`config.mk`:
```
export PLATFORM = sky130hd
export DESIGN_NAME = bram_b_arbiter_flat
export DESIGN_NICKNAME = d
export VERILOG_FILES = /design/src/rtl/bram_b_arbiter_pkg.sv /design/src/rtl/bram_b_arbiter_if.sv /design/src/rtl/bram_b_arbiter_rd_return_pipe.sv /design/src/rtl/bram_b_arbiter.sv /design/src/flat_wrapper.sv
export SDC_FILE = /design/constraint.sdc
export NUM_CORES = 1
export LEC_CHECK = 0
export ABC_CLOCK_PERIOD_IN_PS = 2850
export CAP_MARGIN = 20
export CORE_ASPECT_RATIO = 1.4
export CORE_MARGIN = 4
export CORE_UTILIZATION = 25
export DETAILED_ROUTE_END_ITERATION = 8
export PLACE_DENSITY = 0.6
export SKIP_CTS_REPAIR_TIMING = 1
export SYNTH_ARGS = -nofsm -noshare
export SYNTH_HDL_FRONTEND = slang
export SYNTH_SLANG_ARGS = --single-unit
export TNS_END_PERCENT = 5
```
`constraint.sdc`:
```
create_clock -name clk -period 2.85 [get_ports clk]
set_input_delay 0.855 -clock clk [delete_from_list [all_inputs] [get_ports clk]]
set_output_delay 0.855 -clock clk [all_outputs]
set_load 0.02 [all_outputs]
```
`src/rtl/bram_b_arbiter_pkg.sv`:
```
// Shared types for the BRAM port-B burst arbiter.
//   arb_state_e : arbiter FSM state
//   req_id_t    : requester identifier (0 = datapath, 1 = MMIO read path)
//   ret_tag_t   : per-beat tag carried alongside the BRAM read latency
//   BEAT_BYTES  : beat stride for the default 64-bit word; beat_bytes() for other widths
package bram_arb_pkg;

    typedef enum logic [1:0] {
        StIdle,
        StBurst,
        StDrain
    } arb_state_e;

    localparam int unsigned DEFAULT_DATA_WIDTH = 64;
    localparam int unsigned BEAT_BYTES         = DEFAULT_DATA_WIDTH / 8;

    typedef logic req_id_t;

    typedef struct packed {
        logic    valid;
        req_id_t owner;
        logic    last;
    } ret_tag_t;

    function automatic int unsigned beat_bytes(input int unsigned data_width);
        return data_width / 8;
    endfunction

endpackage

```
`src/rtl/bram_b_arbiter_if.sv`:
```
// Bundle of requester handshakes and BRAM port-B pins around the arbiter.
//   slave  : the arbiter (consumes requests and bram_doutb, drives grants/returns/BRAM pins)
//   master : the requesters and the BRAM model/pins on the other side
interface bram_b_arbiter_if #(
    parameter int unsigned ADDR_WIDTH = 32,
    parameter int unsigned DATA_WIDTH = 64
);
    logic                    r0_req;
    logic                    r1_req;
    logic [ADDR_WIDTH-1:0]   r0_addr;
    logic [ADDR_WIDTH-1:0]   r1_addr;
    logic [3:0]              r0_len;
    logic [3:0]              r1_len;
    logic                    r0_gnt;
    logic                    r1_gnt;
    logic                    r0_rvalid;
    logic                    r1_rvalid;
    logic                    r0_rlast;
    logic                    r1_rlast;
    logic [DATA_WIDTH-1:0]   rdata;
    logic [ADDR_WIDTH-1:0]   bram_addrb;
    logic                    bram_enb;
    logic [DATA_WIDTH-1:0]   bram_doutb;
    logic [DATA_WIDTH-1:0]   bram_dinb;
    logic [DATA_WIDTH/8-1:0] bram_web;

    modport slave (
        input  r0_req, r1_req, r0_addr, r1_addr, r0_len, r1_len, bram_doutb,
        output r0_gnt, r1_gnt, r0_rvalid, r1_rvalid, r0_rlast, r1_rlast, rdata,
               bram_addrb, bram_enb, bram_dinb, bram_web
    );

    modport master (
        output r0_req, r1_req, r0_addr, r1_addr, r0_len, r1_len, bram_doutb,
        input  r0_gnt, r1_gnt, r0_rvalid, r1_rvalid, r0_rlast, r1_rlast, rdata,
               bram_addrb, bram_enb, bram_dinb, bram_web
    );

endinterface

```
`src/rtl/bram_b_arbiter_rd_return_pipe.sv`:
```
// Delay line for per-beat return tags, matched to the BRAM read latency.
//   clk   : clock
//   rst_n : asynchronous active-low clear (drops any in-flight beats)
//   tag_i : tag of the beat issued to the BRAM this cycle
//   tag_o : tag of the beat whose data is on bram_doutb this cycle
module rd_return_pipe
    import bram_arb_pkg::*;
#(
    parameter int unsigned Depth = 1
) (
    input  logic     clk,
    input  logic     rst_n,
    input  ret_tag_t tag_i,
    output ret_tag_t tag_o
);

    ret_tag_t stage_q [Depth];
    ret_tag_t stage_d [Depth];

    always_comb begin
        stage_d[0] = tag_i;
        for (int i = 1; i < int'(Depth); i++) begin
            stage_d[i] = stage_q[i-1];
        end
    end

    always_ff @(posedge clk or negedge rst_n) begin
        if (!rst_n) begin
            for (int i = 0; i < int'(Depth); i++) begin
                stage_q[i] <= '0;
            end
        end else begin
            stage_q <= stage_d;
        end
    end

    assign tag_o = stage_q[Depth-1];

endmodule

```
`src/rtl/bram_b_arbiter.sv`:
```
// Round-robin burst arbiter for the shared BRAM read port B.
//   clk   : clock, rising edge
//   reset : asynchronous, active-low
//   bus   : requester 0/1 handshakes (req/addr/len -> gnt/rvalid/rlast, shared rdata)
//           and BRAM port-B pins (addrb/enb/doutb/dinb/web)
//   busy  : high whenever a burst is issuing or draining
// Whole bursts are granted; beats issue one per cycle and the owner tag travels through a
// RD_LATENCY-deep pipe so rvalid lines up with bram_doutb.
module bram_b_arbiter
    import bram_arb_pkg::*;
#(
    parameter int unsigned ADDR_WIDTH = 32,
    parameter int unsigned DATA_WIDTH = 64,
    parameter int unsigned RD_LATENCY = 1
) (
    input  logic            clk,
    input  logic            reset,
    bram_b_arbiter_if.slave bus,
    output logic            busy
);

    localparam int unsigned          BeatBytes = beat_bytes(DATA_WIDTH);
    localparam logic [ADDR_WIDTH-1:0] AlignMask = ~ADDR_WIDTH'(BeatBytes - 1);
    localparam logic [ADDR_WIDTH-1:0] Stride    = ADDR_WIDTH'(BeatBytes);
    localparam logic [2:0]            DrainLast = 3'(RD_LATENCY - 1);

    arb_state_e            state_q, state_d;
    req_id_t               ptr_q, ptr_d;
    req_id_t               owner_q, owner_d;
    logic [3:0]            len_q, len_d;
    logic [3:0]            beat_q, beat_d;
    logic [ADDR_WIDTH-1:0] addr_q, addr_d;
    logic [2:0]            drain_q, drain_d;
    logic                  gnt0_q, gnt0_d;
    logic                  gnt1_q, gnt1_d;
    req_id_t               win;

    always_comb begin
        state_d = state_q;
        ptr_d   = ptr_q;
        owner_d = owner_q;
        len_d   = len_q;
        beat_d  = beat_q;
        addr_d  = addr_q;
        drain_d = drain_q;
        gnt0_d  = 1'b0;
        gnt1_d  = 1'b0;
        win     = ptr_q;

        unique case (state_q)
            StIdle: begin
                if (bus.r0_req || bus.r1_req) begin
                    // A lone requester wins; the pointer only breaks ties.
                    if (bus.r0_req && bus.r1_req) begin
                        win = ptr_q;
                    end else begin
                        win = bus.r1_req;
                    end
                    state_d = StBurst;
                    owner_d = win;
                    len_d   = win ? bus.r1_len : bus.r0_len;
                    addr_d  = (win ? bus.r1_addr : bus.r0_addr) & AlignMask;
                    beat_d  = 4'd0;
                    gnt0_d  = ~win;
                    gnt1_d  = win;
                end
            end
            StBurst: begin
                if (beat_q == len_q) begin
                    state_d = StDrain;
                    drain_d = 3'd0;
                end else begin
                    beat_d = beat_q + 4'd1;
                    addr_d = addr_q + Stride;  // wraps modulo 2^ADDR_WIDTH
                end
            end
            StDrain: begin
                if (drain_q == DrainLast) begin
                    state_d = StIdle;
                    ptr_d   = ~owner_q;
                end else begin
                    drain_d = drain_q + 3'd1;
                end
            end
            default: state_d = StIdle;
        endcase
    end

    always_ff @(posedge clk or negedge reset) begin
        if (!reset) begin
            state_q <= StIdle;
            ptr_q   <= 1'b0;
            owner_q <= 1'b0;
            len_q   <= 4'd0;
            beat_q  <= 4'd0;
            addr_q  <= '0;
            drain_q <= 3'd0;
            gnt0_q  <= 1'b0;
            gnt1_q  <= 1'b0;
        end else begin
            state_q <= state_d;
            ptr_q   <= ptr_d;
            owner_q <= owner_d;
            len_q   <= len_d;
            beat_q  <= beat_d;
            addr_q  <= addr_d;
            drain_q <= drain_d;
            gnt0_q  <= gnt0_d;
            gnt1_q  <= gnt1_d;
        end
    end

    ret_tag_t tag_in;
    ret_tag_t tag_out;

    always_comb begin
        tag_in       = '0;
        tag_in.valid = (state_q == StBurst);
        tag_in.owner = owner_q;
        tag_in.last  = (beat_q == len_q);
    end

    rd_return_pipe #(
        .Depth (RD_LATENCY)
    ) u_rd_return_pipe (
        .clk   (clk),
        .rst_n (reset),
        .tag_i (tag_in),
        .tag_o (tag_out)
    );

    assign bus.r0_gnt     = gnt0_q;
    assign bus.r1_gnt     = gnt1_q;
    assign bus.bram_enb   = (state_q == StBurst);
    assign bus.bram_addrb = addr_q;
    assign bus.bram_dinb  = '0;
    assign bus.bram_web   = '0;

    assign bus.r0_rvalid = tag_out.valid & ~tag_out.owner;
    assign bus.r1_rvalid = tag_out.valid & tag_out.owner;
    assign bus.r0_rlast  = bus.r0_rvalid & tag_out.last;
    assign bus.r1_rlast  = bus.r1_rvalid & tag_out.last;
    // Gated so rdata reads 0 out of reset and between returned beats.
    assign bus.rdata     = tag_out.valid ? bus.bram_doutb : '0;

    assign busy = (state_q != StIdle);

endmodule

```
`src/flat_wrapper.sv`:
```
// flat-port wrapper written by rule: the top's interface ports become plain ports
module bram_b_arbiter_flat import bram_arb_pkg::*;
#(
    parameter int unsigned ADDR_WIDTH = 32,
    parameter int unsigned DATA_WIDTH = 64,
    parameter int unsigned RD_LATENCY = 1
)
  (clk, reset, busy, bus_r0_req, bus_r1_req, bus_r0_addr, bus_r1_addr, bus_r0_len, bus_r1_len, bus_bram_doutb, bus_r0_gnt, bus_r1_gnt, bus_r0_rvalid, bus_r1_rvalid, bus_r0_rlast, bus_r1_rlast, bus_rdata, bus_bram_addrb, bus_bram_enb, bus_bram_dinb, bus_bram_web);
  bram_b_arbiter_if #(.ADDR_WIDTH(ADDR_WIDTH), .DATA_WIDTH(DATA_WIDTH)) bus_i ();
  input  logic clk;
  input  logic reset;
  output logic busy;
  input wire logic [$bits(bus_i.r0_req)-1:0] bus_r0_req;
  input wire logic [$bits(bus_i.r1_req)-1:0] bus_r1_req;
  input wire logic [$bits(bus_i.r0_addr)-1:0] bus_r0_addr;
  input wire logic [$bits(bus_i.r1_addr)-1:0] bus_r1_addr;
  input wire logic [$bits(bus_i.r0_len)-1:0] bus_r0_len;
  input wire logic [$bits(bus_i.r1_len)-1:0] bus_r1_len;
  input wire logic [$bits(bus_i.bram_doutb)-1:0] bus_bram_doutb;
  output wire logic [$bits(bus_i.r0_gnt)-1:0] bus_r0_gnt;
  output wire logic [$bits(bus_i.r1_gnt)-1:0] bus_r1_gnt;
  output wire logic [$bits(bus_i.r0_rvalid)-1:0] bus_r0_rvalid;
  output wire logic [$bits(bus_i.r1_rvalid)-1:0] bus_r1_rvalid;
  output wire logic [$bits(bus_i.r0_rlast)-1:0] bus_r0_rlast;
  output wire logic [$bits(bus_i.r1_rlast)-1:0] bus_r1_rlast;
  output wire logic [$bits(bus_i.rdata)-1:0] bus_rdata;
  output wire logic [$bits(bus_i.bram_addrb)-1:0] bus_bram_addrb;
  output wire logic [$bits(bus_i.bram_enb)-1:0] bus_bram_enb;
  output wire logic [$bits(bus_i.bram_dinb)-1:0] bus_bram_dinb;
  output wire logic [$bits(bus_i.bram_web)-1:0] bus_bram_web;
  assign bus_i.r0_req = bus_r0_req;
  assign bus_i.r1_req = bus_r1_req;
  assign bus_i.r0_addr = bus_r0_addr;
  assign bus_i.r1_addr = bus_r1_addr;
  assign bus_i.r0_len = bus_r0_len;
  assign bus_i.r1_len = bus_r1_len;
  assign bus_i.bram_doutb = bus_bram_doutb;
  assign bus_r0_gnt = bus_i.r0_gnt;
  assign bus_r1_gnt = bus_i.r1_gnt;
  assign bus_r0_rvalid = bus_i.r0_rvalid;
  assign bus_r1_rvalid = bus_i.r1_rvalid;
  assign bus_r0_rlast = bus_i.r0_rlast;
  assign bus_r1_rlast = bus_i.r1_rlast;
  assign bus_rdata = bus_i.rdata;
  assign bus_bram_addrb = bus_i.bram_addrb;
  assign bus_bram_enb = bus_i.bram_enb;
  assign bus_bram_dinb = bus_i.bram_dinb;
  assign bus_bram_web = bus_i.bram_web;
  bram_b_arbiter #(.ADDR_WIDTH(ADDR_WIDTH), .DATA_WIDTH(DATA_WIDTH), .RD_LATENCY(RD_LATENCY)) u_core (.clk(clk), .reset(reset), .bus(bus_i), .busy(busy));
endmodule
```
* Yosys cells after proc, flatten, opt, wreduce, memory -nomap -nowiden
Cells that the tools add are included.
Word-level totals: flip-flop bits (word level) 52, input port bits 140, output and inout bits 176, logic and storage cells 65
Cells by class: reductions and logical operators 12, add/subtract/negate cells 3, muxes and demuxes 23, eq/ne operators 8, bitwise operators 7
Operators by type and width (count):
- two-way mux 32 bit | 3
- two-way mux 64 bit | 1
- one-hot mux 32 bit (2 select lines) | 1
- adder 32 x 4 -> 32 bit (second input constant) | 1
- two-way mux 4 bit | 3
- AND reduction 3 bit | 3
- one-hot mux 4 bit (2 select lines) | 1
- two-way mux 1 bit | 7
- two-way mux 2 bit | 3
- two-way mux 3 bit | 2
- inequality test 2 x 1 -> 1 bit (second input constant) | 3
- one-hot mux 2 bit (3 select lines) | 1
- one-hot mux 3 bit (2 select lines) | 1
- nonzero test 2 bit | 3
- adder 4 x 1 -> 4 bit (second input constant) | 1
- bitwise AND 1 bit | 4
- equality test 4 bit | 1
- inequality test 2 bit (second input constant) | 2
- AND reduction 2 bit | 2
- adder 3 x 1 -> 3 bit (second input constant) | 1
- zero test 3 bit | 1
- inverter 1 bit | 3
- equality test 2 x 1 -> 1 bit (second input constant) | 1
- equality test 2 bit (second input constant) | 1
- 3 further kinds | 3

* Longest topological paths before layout
depth in word-level cells 7, mapped depth 10, depth with buffers taken out 7

* Hierarchy
A second synthesis with hierarchy kept.
Unflattened totals: cell total of the unflattened synthesis 505, area, all modules 4207.8 µm²
By module, submodules not included:
- bram_b_arbiter | cells each 502, instances 1, sequential area each 1151.1 µm², area an instance 4132.7 µm²
- rd_return_pipe | cells each 3, instances 1, sequential area each 75.1 µm², area an instance 75.1 µm²

* Worst setup path before layout
OpenSTA, ideal clock, no wires.
path kind input to register, start in bus_r0_req, end reg u_core.addr_q[28] (netlist: u_core.bus.bram_addrb[28]), cell stages on the path 6, data required time 2709 ps, data arrival time 2007 ps, buffers on the path 1, setup time 141 ps, setup slack 702 ps, cell sequence nor2b_1 -> nor2_1 -> buf_2 -> mux2_2 -> a22oi_1 -> nand3_1
Between the ends: word-level cells in the longest chain between the ends 7, elaborated cells between the ends (all ways) 10, classes of those cells eq/ne: 1; mux: 6; reduce/logical: 3
RTL lines:
- start: declaration | line flat_wrapper.sv:13 | input wire logic [$bits(bus_i.r0_req)-1:0] bus_r0_req;
- logical AND 1 bit | line bram_b_arbiter.sv:54 | if (bus.r0_req && bus.r1_req) begin
- two-way mux 1 bit | line bram_b_arbiter.sv:54
- two-way mux 1 bit | line bram_b_arbiter.sv:52 | if (bus.r0_req || bus.r1_req) begin
- two-way mux 1 bit | line bram_b_arbiter.sv:50 | unique case (state_q)
- two-way mux 32 bit | line bram_b_arbiter.sv:62 | addr_d = (win ? bus.r1_addr : bus.r0_addr) & AlignMask;
- two-way mux 32 bit | line bram_b_arbiter.sv:52
- one-hot mux 32 bit (2 select lines) | line bram_b_arbiter.sv:50
- end signal: assignment | line bram_b_arbiter.sv:106 | addr_q <= addr_d;
- end: declaration | line bram_b_arbiter.sv:32 | logic [ADDR_WIDTH-1:0] addr_q, addr_d;
Parallel ways exist; a longest one is shown, timed or not. The select of a mux whose other input is x is not followed. A chain may end at the register's enable or synchronous reset.

* Worst setup path in the final report
start reg u_core.state_q[0], end out busy
Between the ends: word-level cells in the longest chain between the ends 1
RTL lines:
- start: declaration | line bram_b_arbiter.sv:27 | arb_state_e state_q, state_d;
- start signal: assignment | line bram_b_arbiter.sv:91 | state_q <= StIdle;
- start signal: assignment | line bram_b_arbiter.sv:101 | state_q <= state_d;
- nonzero test 2 bit | line bram_b_arbiter.sv:146 | assign busy = (state_q != StIdle);
- end: declaration | line flat_wrapper.sv:12 | output logic busy;
No other way between the ends.

==> qor.yml <==
synthesis:
  yosys-top-cells-count: "buf_4 (79), and2_1 (65), nand2_1 (56), dfrtp_1 (49), nand3_1 (23)"
  synth_cells: 526
  synth_area_mm2: 0.00434
  yosysMostFrequentCell: "buf_4"
  yosysUniqueCellTypes: 62
  synthArstFlopShare: 1.00
  yosysSeqAreaShare: 0.282
  yosys-top-cells-area: "dfrtp_1 (28%), buf_4 (14%), and2_1 (9.4%)"
  synth_flop_cell: "dfrtp_1"
  yosys_warnings: 0
  synth_top_area_frac: 0.282
  syn_area_per_cell_um2: 8.26
  synth_seq_cells: 49
  synth_top_area_cell: "dfrtp_1"
  synth_edf_count: 0
setup_path:
  cp.arrival_ns: 1.89
  crit_path_start_kind: "register"
  critPathRequiredTime_ns: 2.00
  crit_path_end_kind: "output port"
  crit_type: "reg -> out"
  critPathMaxFanout: 9
global_route:
  grt_overflow: 0
  grt_antenna_before_repair: 1
  grt_usage: 0.180
  grt_max_degree: 69
  grt_pass1_wl_mm: 27.0
  grt_pass1_vias: 4306
die:
  core_area_mm2: 0.0169
  row_count: 56
  die_area_mm2: 0.0196
  initial_core_util: 0.257
  io_pins: 316
  die_w_um: 119
  die_y_um: 164
sta:
  post-route-period-util: 0.963
  tightestPinTransition_ns: 0.535
  period_minus_slack_ns: 2.75
  hold_violations: 0
  skew_ns: 0.00401
  setup_viol: 0
  relSlewSlack: 0.642
  rsz0062_at_grt: "false"
  max_freq_mhz: 364
  drv_slew: 0
run_status:
  outcome: "finished clean"
final_layout:
  multi_input_area_mm2: 0.00264
  drive_above_1_share: 0.106
  seqCellArea_mm2: 0.00123
  syn2layout_area_growth_pct: 64.1
  fill_cells: 1731
  num_antenna_cells: 0
  layout.nets: 913
  final_cells: 998
routing:
  routed_wl_mm: 18.8
  drc: 0
  ant_nets: 0
  dr.pass1.iters: 4
  drt_iter0_drc: 280
  routed_via_density: 4.53
  wire_per_inst_um: 18.8
  vias: 4524
clock_network:
  htreeDepth: 2
  cts_buffers: 5
  clockBufferDepth: 2
  clock-sinks: 49
  cts_tree: "built"
  root_buffer: "clkbuf_16"
  clock_latency_ns: 0.30
  clkSlewWorstSetupHoldPaths_ns: 0.07
placed_design:
  gp_congestion: 0.857
  placed_cells: 990
  portBuffers: 234
  hpwl_mm: 15.4
job:
  cap_violations: 0
worst_hold_path:
  hp-class: "reg -> reg"
power_and_ir_drop:
  power.leakage_nw: 3.60
  finalPower_mw: 6.73
  powerDensity_mw_per_mm2: 945
  vdd_drop_max_mv: 0.420
[per-stage QoR]
step / cell area (µm²) / hold WS, ns / util / setup WS, ns / TNS (ns)
2_1_floorplan: 4620 / 0.370 / - / 0.702 / 0
3_3_place_gp: 6850 / 0.398 / 0.406 / -0.329 / -6.08
3_5_place_dp: 6860 / 0.403 / 0.406 / -0.316 / -4.44
4_1_cts: 7020 / 0.419 / 0.416 / -0.0907 / -2.11
5_1_grt: 7130 / 0.442 / 0.422 / 0.0275 / 0
6_report: 7130 / 0.417 / 0.422 / 0.105 / 0
[cell usage in the layout (no fill, tap or decap), types with 16 or more instances in the layout]
cell,n
buf_4,35
clkdlybuf4s50_1,169
mux2i_1,21
conb_1,75
nand2_1,56
and2_1,65
nand3_1,23
nor2_1,19
dlymetal6s2s_1,40
inv_1,16
o21ai_0,20
dfrtp_1,49
[critical path: stages, from the launching register on]
cell	delay [ns]
dfrtp_1	0.38
inv_1	0.10
ha_1	0.46
inv_2	0.07
clkdlybuf4s50_1	0.58
[layout make-up]
type                            instances  area share
Clock buffer                            5      0.0176
Clock inverter                          2     0.00491
Timing Repair Buffer                  259       0.384
Inverter                               18     0.00948
Tap cell                              232      0.0407
Sequential cell                        49       0.172
Multi-Input combinational cell        433       0.371
[kinds of logic after synthesis]
group / after synthesis / synth area share
AND/OR/NAND/NOR: 226 / 0.292
flip-flops: 49 / 0.282
adder cells (fa/ha/maj): 7 / 0.0202
multiplexers: 31 / 0.0743
other: 1 / 0.000863
buffers and inverters: 118 / 0.175
XOR/XNOR: 4 / 0.00806
AO/OA/AOI/OAI: 90 / 0.148
[per-layer routing]
metal | vias up | global-route usage | share of wire
li1 | 2183 | - | -
met1 | 2096 | 0.204 | 0.37
met2 | 230 | 0.310 | 0.48
met3 | 13 | 0.0889 | 0.14
met4 | 2 | 0.0307 | 0.0082
met5 | - | 0 | 0.00069
[sequential cells by signal, summed over array words and instances, names as in the netlist]
register,count
u_core.ptr_q,1
u_core.state_q,2
u_core.drain_q,3
u_core.beat_q,4
u_core.bus.r0_gnt,1
u_core.bus.r1_gnt,1
u_core.u_rd_return_pipe.tag_o,3
u_core.bus.bram_addrb,29
u_core.len_q,4
u_core.owner_q,1
[path summary, 6_finish.rpt]
| check | from | to | slack (ns) | cells after the start |
|---|---|---|---|---|
| max in group asynchronous | reset | u_core.ptr_q | 1.73 | 2 |
| max | u_core.state_q[0] | busy | 0.10 | 4 |
| max reg2reg | u_core.state_q[0] | u_core.bus.bram_addrb[10] | 0.33 | 10 |
| min in group asynchronous | reset | u_core.bus.bram_addrb[5] | 0.51 | 1 |
| min reg2reg | u_core.owner_q | u_core.u_rd_return_pipe.tag_o[1] | 0.42 | 0 |
| min | u_core.owner_q | u_core.u_rd_return_pipe.tag_o[1] | 0.42 | 0 |
[where the power goes]
group          internal (mW)  switching (mW)  leakage (nW)
Sequential              1.01           0.425         0.599
Combinational           2.07            2.54          2.92
Clock                  0.409           0.279        0.0797
Total                   3.49            3.24          3.60
Power figures use the tool's default switching activity.
